File: config.mk
export PLATFORM = sky130hd
export DESIGN_NAME = vga_timing_gen_flat
export DESIGN_NICKNAME = d
export VERILOG_FILES = /design/src/rtl/vga_timing_if.sv /design/src/rtl/vga_timing_gen.sv /design/src/flat_wrapper.sv
export SDC_FILE = /design/constraint.sdc
export NUM_CORES = 1
export LEC_CHECK = 0
export CAP_MARGIN = 20
export CORE_ASPECT_RATIO = 1.5
export CORE_MARGIN = 2
export CORE_UTILIZATION = 40
export DETAILED_ROUTE_END_ITERATION = 8
export GPL_TIMING_DRIVEN = 0
export PLACE_DENSITY = 0.69
export SYNTH_ARGS = -nofsm -noshare
export SYNTH_HDL_FRONTEND = slang
export SYNTH_SLANG_ARGS = --single-unit
File: constraint.sdc
create_clock -name pclk -period 1.8 [get_ports pclk]
set_input_delay 0.45 -clock pclk [delete_from_list [all_inputs] [get_ports pclk]]
set_output_delay 0.45 -clock pclk [all_outputs]
set_load 0.02 [all_outputs]
File: src/rtl/vga_timing_if.sv
// rtl/vga_timing_if.sv - raster timing output bundle between generator and pixel pipeline
interface vga_timing_if #(
   parameter int CNT_W = 11
) ();
   logic             hsync;
   logic             vsync;
   logic             valid;
   logic [CNT_W-1:0] h_cnt;
   logic [CNT_W-1:0] v_cnt;
   logic             sof;
   logic             eol;
   logic [15:0]      frame_cnt;

   modport master (
      output hsync, vsync, valid, h_cnt, v_cnt, sof, eol, frame_cnt
   );

   modport slave (
      input hsync, vsync, valid, h_cnt, v_cnt, sof, eol, frame_cnt
   );
endinterface

File: src/rtl/vga_timing_gen.sv
// rtl/vga_timing_gen.sv - parametrised VGA/DVI raster timing generator with pixel clock-enable
module vga_timing_gen #(
   parameter int          H_ACTIVE   = 640,
   parameter int          H_FP       = 16,
   parameter int          H_SYNC     = 96,
   parameter int          H_BP       = 48,
   parameter int          V_ACTIVE   = 480,
   parameter int          V_FP       = 10,
   parameter int          V_SYNC     = 2,
   parameter int          V_BP       = 33,
   parameter bit          HS_POL     = 1'b0,
   parameter bit          VS_POL     = 1'b0,
   parameter int          CNT_W      = 11,
   parameter int unsigned SYNC_DELAY = 0
) (
   input  logic         pclk,
   input  logic         reset,
   input  logic         ce,
   input  logic         restart,
   vga_timing_if.master vid
);
   localparam int H_TOTAL  = H_ACTIVE + H_FP + H_SYNC + H_BP;
   localparam int V_TOTAL  = V_ACTIVE + V_FP + V_SYNC + V_BP;
   localparam int HS_START = H_ACTIVE + H_FP;
   localparam int HS_END   = HS_START + H_SYNC;
   localparam int VS_START = V_ACTIVE + V_FP;
   localparam int VS_END   = VS_START + V_SYNC;
   localparam bit HS_IDLE  = ~HS_POL;
   localparam bit VS_IDLE  = ~VS_POL;

   logic [CNT_W-1:0] x, y;
   logic [15:0]      frame_cnt;
   logic             x_last, y_last;

   assign x_last = (x == CNT_W'(H_TOTAL - 1));
   assign y_last = (y == CNT_W'(V_TOTAL - 1));

   always_ff @(posedge pclk) begin
      if (reset) begin
         x         <= '0;
         y         <= '0;
         frame_cnt <= '0;
      end else if (restart) begin
         x <= '0;
         y <= '0;
      end else if (ce) begin
         if (x_last) begin
            x <= '0;
            if (y_last) begin
               y         <= '0;
               frame_cnt <= frame_cnt + 16'd1;
            end else begin
               y <= y + CNT_W'(1);
            end
         end else begin
            x <= x + CNT_W'(1);
         end
      end
   end

   logic hs_act, vs_act, de, sof_d, eol_d;

   always_comb begin
      hs_act = (x >= CNT_W'(HS_START)) && (x < CNT_W'(HS_END));
      vs_act = (y >= CNT_W'(VS_START)) && (y < CNT_W'(VS_END));
      de     = (x < CNT_W'(H_ACTIVE)) && (y < CNT_W'(V_ACTIVE));
      sof_d  = (x == '0) && (y == '0);
      eol_d  = (x == CNT_W'(H_ACTIVE - 1)) && (y < CNT_W'(V_ACTIVE));
   end

   // First decode stage: every output is registered here, so no input reaches an output combinationally.
   logic             hs_r, vs_r, de_r, sof_r, eol_r;
   logic [CNT_W-1:0] h_cnt_r, v_cnt_r;

   always_ff @(posedge pclk) begin
      if (reset) begin
         hs_r    <= HS_IDLE;
         vs_r    <= VS_IDLE;
         de_r    <= 1'b0;
         h_cnt_r <= '0;
         v_cnt_r <= '0;
         sof_r   <= 1'b0;
         eol_r   <= 1'b0;
      end else if (ce) begin
         hs_r    <= hs_act ? HS_POL : HS_IDLE;
         vs_r    <= vs_act ? VS_POL : VS_IDLE;
         de_r    <= de;
         h_cnt_r <= de ? x : '0;
         v_cnt_r <= de ? y : '0;
         sof_r   <= sof_d;
         eol_r   <= eol_d;
      end
   end

   assign vid.h_cnt     = h_cnt_r;
   assign vid.v_cnt     = v_cnt_r;
   assign vid.sof       = sof_r;
   assign vid.eol       = eol_r;
   assign vid.frame_cnt = frame_cnt;

   generate
      if (SYNC_DELAY == 0) begin : g_no_delay
         assign vid.hsync = hs_r;
         assign vid.vsync = vs_r;
         assign vid.valid = de_r;
      end else begin : g_delay
         logic [SYNC_DELAY-1:0] hs_pipe, vs_pipe, de_pipe;

         // Only the sync/enable group is delayed; coordinates and strobes stay on the undelayed timeline.
         always_ff @(posedge pclk) begin
            if (reset) begin
               hs_pipe <= {SYNC_DELAY{HS_IDLE}};
               vs_pipe <= {SYNC_DELAY{VS_IDLE}};
               de_pipe <= '0;
            end else if (ce) begin
               hs_pipe[0] <= hs_r;
               vs_pipe[0] <= vs_r;
               de_pipe[0] <= de_r;
               for (int i = 1; i < int'(SYNC_DELAY); i++) begin
                  hs_pipe[i] <= hs_pipe[i-1];
                  vs_pipe[i] <= vs_pipe[i-1];
                  de_pipe[i] <= de_pipe[i-1];
               end
            end
         end

         assign vid.hsync = hs_pipe[SYNC_DELAY-1];
         assign vid.vsync = vs_pipe[SYNC_DELAY-1];
         assign vid.valid = de_pipe[SYNC_DELAY-1];
      end
   endgenerate
endmodule

File: src/flat_wrapper.sv
// flat-port wrapper written by rule: the top's interface ports become plain ports
module vga_timing_gen_flat 
#(
   parameter int          H_ACTIVE   = 640,
   parameter int          H_FP       = 16,
   parameter int          H_SYNC     = 96,
   parameter int          H_BP       = 48,
   parameter int          V_ACTIVE   = 480,
   parameter int          V_FP       = 10,
   parameter int          V_SYNC     = 2,
   parameter int          V_BP       = 33,
   parameter bit          HS_POL     = 1'b0,
   parameter bit          VS_POL     = 1'b0,
   parameter int          CNT_W      = 11,
   parameter int unsigned SYNC_DELAY = 0
)
  (pclk, reset, ce, restart, vid_hsync, vid_vsync, vid_valid, vid_h_cnt, vid_v_cnt, vid_sof, vid_eol, vid_frame_cnt);
  vga_timing_if #(.CNT_W(CNT_W)) vid_i ();
  input  logic pclk;
  input  logic reset;
  input  logic ce;
  input  logic restart;
  output wire logic [$bits(vid_i.hsync)-1:0] vid_hsync;
  output wire logic [$bits(vid_i.vsync)-1:0] vid_vsync;
  output wire logic [$bits(vid_i.valid)-1:0] vid_valid;
  output wire logic [$bits(vid_i.h_cnt)-1:0] vid_h_cnt;
  output wire logic [$bits(vid_i.v_cnt)-1:0] vid_v_cnt;
  output wire logic [$bits(vid_i.sof)-1:0] vid_sof;
  output wire logic [$bits(vid_i.eol)-1:0] vid_eol;
  output wire logic [$bits(vid_i.frame_cnt)-1:0] vid_frame_cnt;
  assign vid_hsync = vid_i.hsync;
  assign vid_vsync = vid_i.vsync;
  assign vid_valid = vid_i.valid;
  assign vid_h_cnt = vid_i.h_cnt;
  assign vid_v_cnt = vid_i.v_cnt;
  assign vid_sof = vid_i.sof;
  assign vid_eol = vid_i.eol;
  assign vid_frame_cnt = vid_i.frame_cnt;
  vga_timing_gen #(.H_ACTIVE(H_ACTIVE), .H_FP(H_FP), .H_SYNC(H_SYNC), .H_BP(H_BP), .V_ACTIVE(V_ACTIVE), .V_FP(V_FP), .V_SYNC(V_SYNC), .V_BP(V_BP), .HS_POL(HS_POL), .VS_POL(VS_POL), .CNT_W(CNT_W), .SYNC_DELAY(SYNC_DELAY)) u_core (.pclk(pclk), .reset(reset), .ce(ce), .restart(restart), .vid(vid_i));
endmodule
==> metrics.txt <==
Antenna Cells=0; fin util=57.6%; largest net degree at the start of global routing=11; largest family of logic cells by synthesized area=simple AND/OR/NAND/NOR gates; crit path DAT=2.07 ns; non-filler instance count after layout=480; DPL Wire Length=5090 um; EDFF count, synth=0; slowest CP cell=dfxtp_4; placed insts=444; clk_skew=0.00782 ns; adder-cell share of the synthesized area=2.14%; first-pass GRT wire length=12300 um; number of max-cap violations=0; mapped cell area=2920 sq um; Synth cell types=47; Power Dens Cells=637 nW/um^2; multiplexer share of the synthesized area=2.27%; root buf cell=clkbuf_8; gr usage total=19.8%; max-slew violation count=0; Die ar.=8010 sq um; DRC viols=0; crit path max fanout=10; post-synthesis sequential area ratio=44.6%; WP data required=2.01 ns; slew at the pin with the worst max-slew slack=0.575 ns; via count=2820; Yosys reg bits=65; Pre-antenna DRT Iters=4; crit-path cells=ha_4 -> and4_1 -> buf_6 -> nand4_4 -> buf_6 -> buf_4 -> o31ai_2 -> a21oi_1; H-tree levels=3; I/O Buffers=45; crit start category=register; most common cell after layout, fill and taps aside=dfxtp_1; Mapped Nets=328; Skew-Pair Late Insertion Delay=0.35 ns; DR WL met2=3970 um; Row Count=38; Routed WL=7980 um; Setup TNS=-0.227 ns; compound-cell area share of the yosys netlist=15.7%; layout cells sized above 1=25.0%; # setup viols final=7; clk sinks=65; GRT overflow=0; finished layout cell area=4110 sq um; YS warnings=0; post-layout worst setup margin=-0.0632 ns; final hold vios=0; CP endpoint kind=register; dpl ws=-0.755 ns; I/O pin count=47; WHS=0.412 ns; Syn-to-layout area delta=40.6%; min Tclk post-route=1.86 ns; Final #Nets=406; placer congestion estimate=0.861; slowest stage delay, CP=0.37 ns; Die Y=109 um; Max Used Layer=met4; WS Path Type=register to register; predominant post-synthesis flop cell=dfxtp_1; Clock Path Buffers=2; hold_buf cts=0; Initial Util=40.9%; worst hold path type=input pin to register; post-synthesis async set-or-reset flop share=0%; met3 routed WL=418 um; Synth Area per Inst=9.15 sq um; routed vias/inst=5.88; peak supply drop=0.000625 V; Fmax=537 MHz; LEAKAGE=1.55 nW; PnR Total Power=2.62 mW; cell mode on critical path=buf_6; die width=73.8 um; CTS tree=yes; wl on met1=3390 um; Core ar.=7130 sq um; Area after DPL=3490 sq um; Worst-path clk slew=0.07 ns; Gate Count Post-Synth=319; CTS buffer count=9; Synth Area in XOR/XNOR=3.00%; initial antenna violation count=0; DRT iter0 DRCs=105; Final ANT Viol Nets=0; fraction of the mapped netlist area in simple logic gates=27.9%; failing checks=negative setup slack; unrepaired setup endpoints after global routing=yes; vias in the first global route=2546; commonest cells after routing, fill and taps aside=dfxtp_1 (49), clkdlybuf4s50_1 (26), nor2_1 (22); slew margin rel.=61.7%; final clock period utilization by the worst path=104%; wire per inst=16.6 um; outcome=complete, but fails checks
==> final timing paths <==
kind | slack (ns) | start | cells past startpoint | end
setup / recovery | -0.06 | u_core.x[1]$_SDFFE_PP0P_ | 8 | u_core.vid.frame_cnt[7]$_SDFFE_PP0P_
hold / removal | 0.41 | restart | 2 | u_core.x[4]$_SDFFE_PP0P_
setup reg to reg | -0.06 | u_core.x[1]$_SDFFE_PP0P_ | 8 | u_core.vid.frame_cnt[7]$_SDFFE_PP0P_
hold reg to reg | 0.46 | u_core.vid.v_cnt[9]$_SDFFE_PP0P_ | 1 | u_core.vid.v_cnt[9]$_SDFFE_PP0P_
==> flip-flops by register name, indices dropped and copies added (netlist names) <==
signal	flops
u_core.vid.sof	1
u_core.vid.eol	1
u_core.vid.frame_cnt	16
u_core.vid.h_cnt	11
u_core.x	11
u_core.vid.v_cnt	11
u_core.vid.valid	1
u_core.vid.vsync	1
u_core.vid.hsync	1
u_core.y	11
==> layout make-up <==
cell class	instances	area [sq um]
clock buffers	14	163
inverters	8	30.0
multi-input cells	226	1710
repair buffers	68	647
fillers	626	3030
well taps	80	100
plain buffers	19	119
flip-flops and latches	65	1340
==> synth_stat cells (2+ instances only) <==
cell type  instances  area (sq um)
a21oi_1           20           100
a22o_1            19           166
and2_1             6          37.5
and3_1             4          25.0
and4_1             4          35.0
and4b_1            2          20.0
buf_1              2          7.51
buf_2              4          20.0
buf_6              2          22.5
clkbuf_1          11          41.3
dfxtp_1           65          1300
ha_1               5          62.6
inv_1              8          30.0
mux2_2             5          56.3
nand2_1           19          71.3
nand3_1           13          65.1
nand4_1           16           100
nor2_1            23          86.3
nor2b_1            5          31.3
nor3_1             5          25.0
nor4_1             6          37.5
o21ai_0           13          65.1
o31ai_1           12          90.1
or3_1              9          56.3
or4_1             11          82.6
xnor2_1            5          43.8
xor2_1             5          43.8
==> logic make-up (layout without fill, tap and decap cells) <==
logic type,Yosys count,count (layout)
adder cells (fa/ha/maj),5,5
AND/OR/NAND/NOR,136,136
multiplexers,6,6
buffers and inverters,28,109
XOR/XNOR,10,10
flip-flops,65,65
AO/OA/AOI/OAI,69,69
==> critical path, delay by kind of cell, from the launching register on <==
| family | cells | cell delay, ns |
|---|---|---|
| buf+inv | 3 | 0.52 |
| simple gates | 2 | 0.35 |
| flops | 1 | 0.37 |
| fa+ha+maj | 1 | 0.12 |
| compound gates | 2 | 0.37 |
==> layer usage <==
| layer | vias up | GRT usage [%] |
|---|---|---|
| met1 | 1362 | 24.0 |
| li1 | 1347 | - |
| met4 | 0 | 9.48 |
| met3 | 16 | 5.08 |
| met5 | - | 0 |
| met2 | 95 | 32.3 |
==> power breakdown <==
part / total, mW / switching [mW] / internal, mW
Sequential: 1.44 / 0.00409 / 1.44
Combinational: 0.0900 / 0.0602 / 0.0297
Clock: 1.09 / 0.525 / 0.562
Total: 2.62 / 0.589 / 2.03
==> repair_timing <==
action,4_1_cts,5_1_grt
gates resized for setup,44,57
endpoints found under the setup margin,51,39
gates cloned,0,1
setup buffers,10,12
pin swaps,21,24
(Power assumes the default switching activity.)
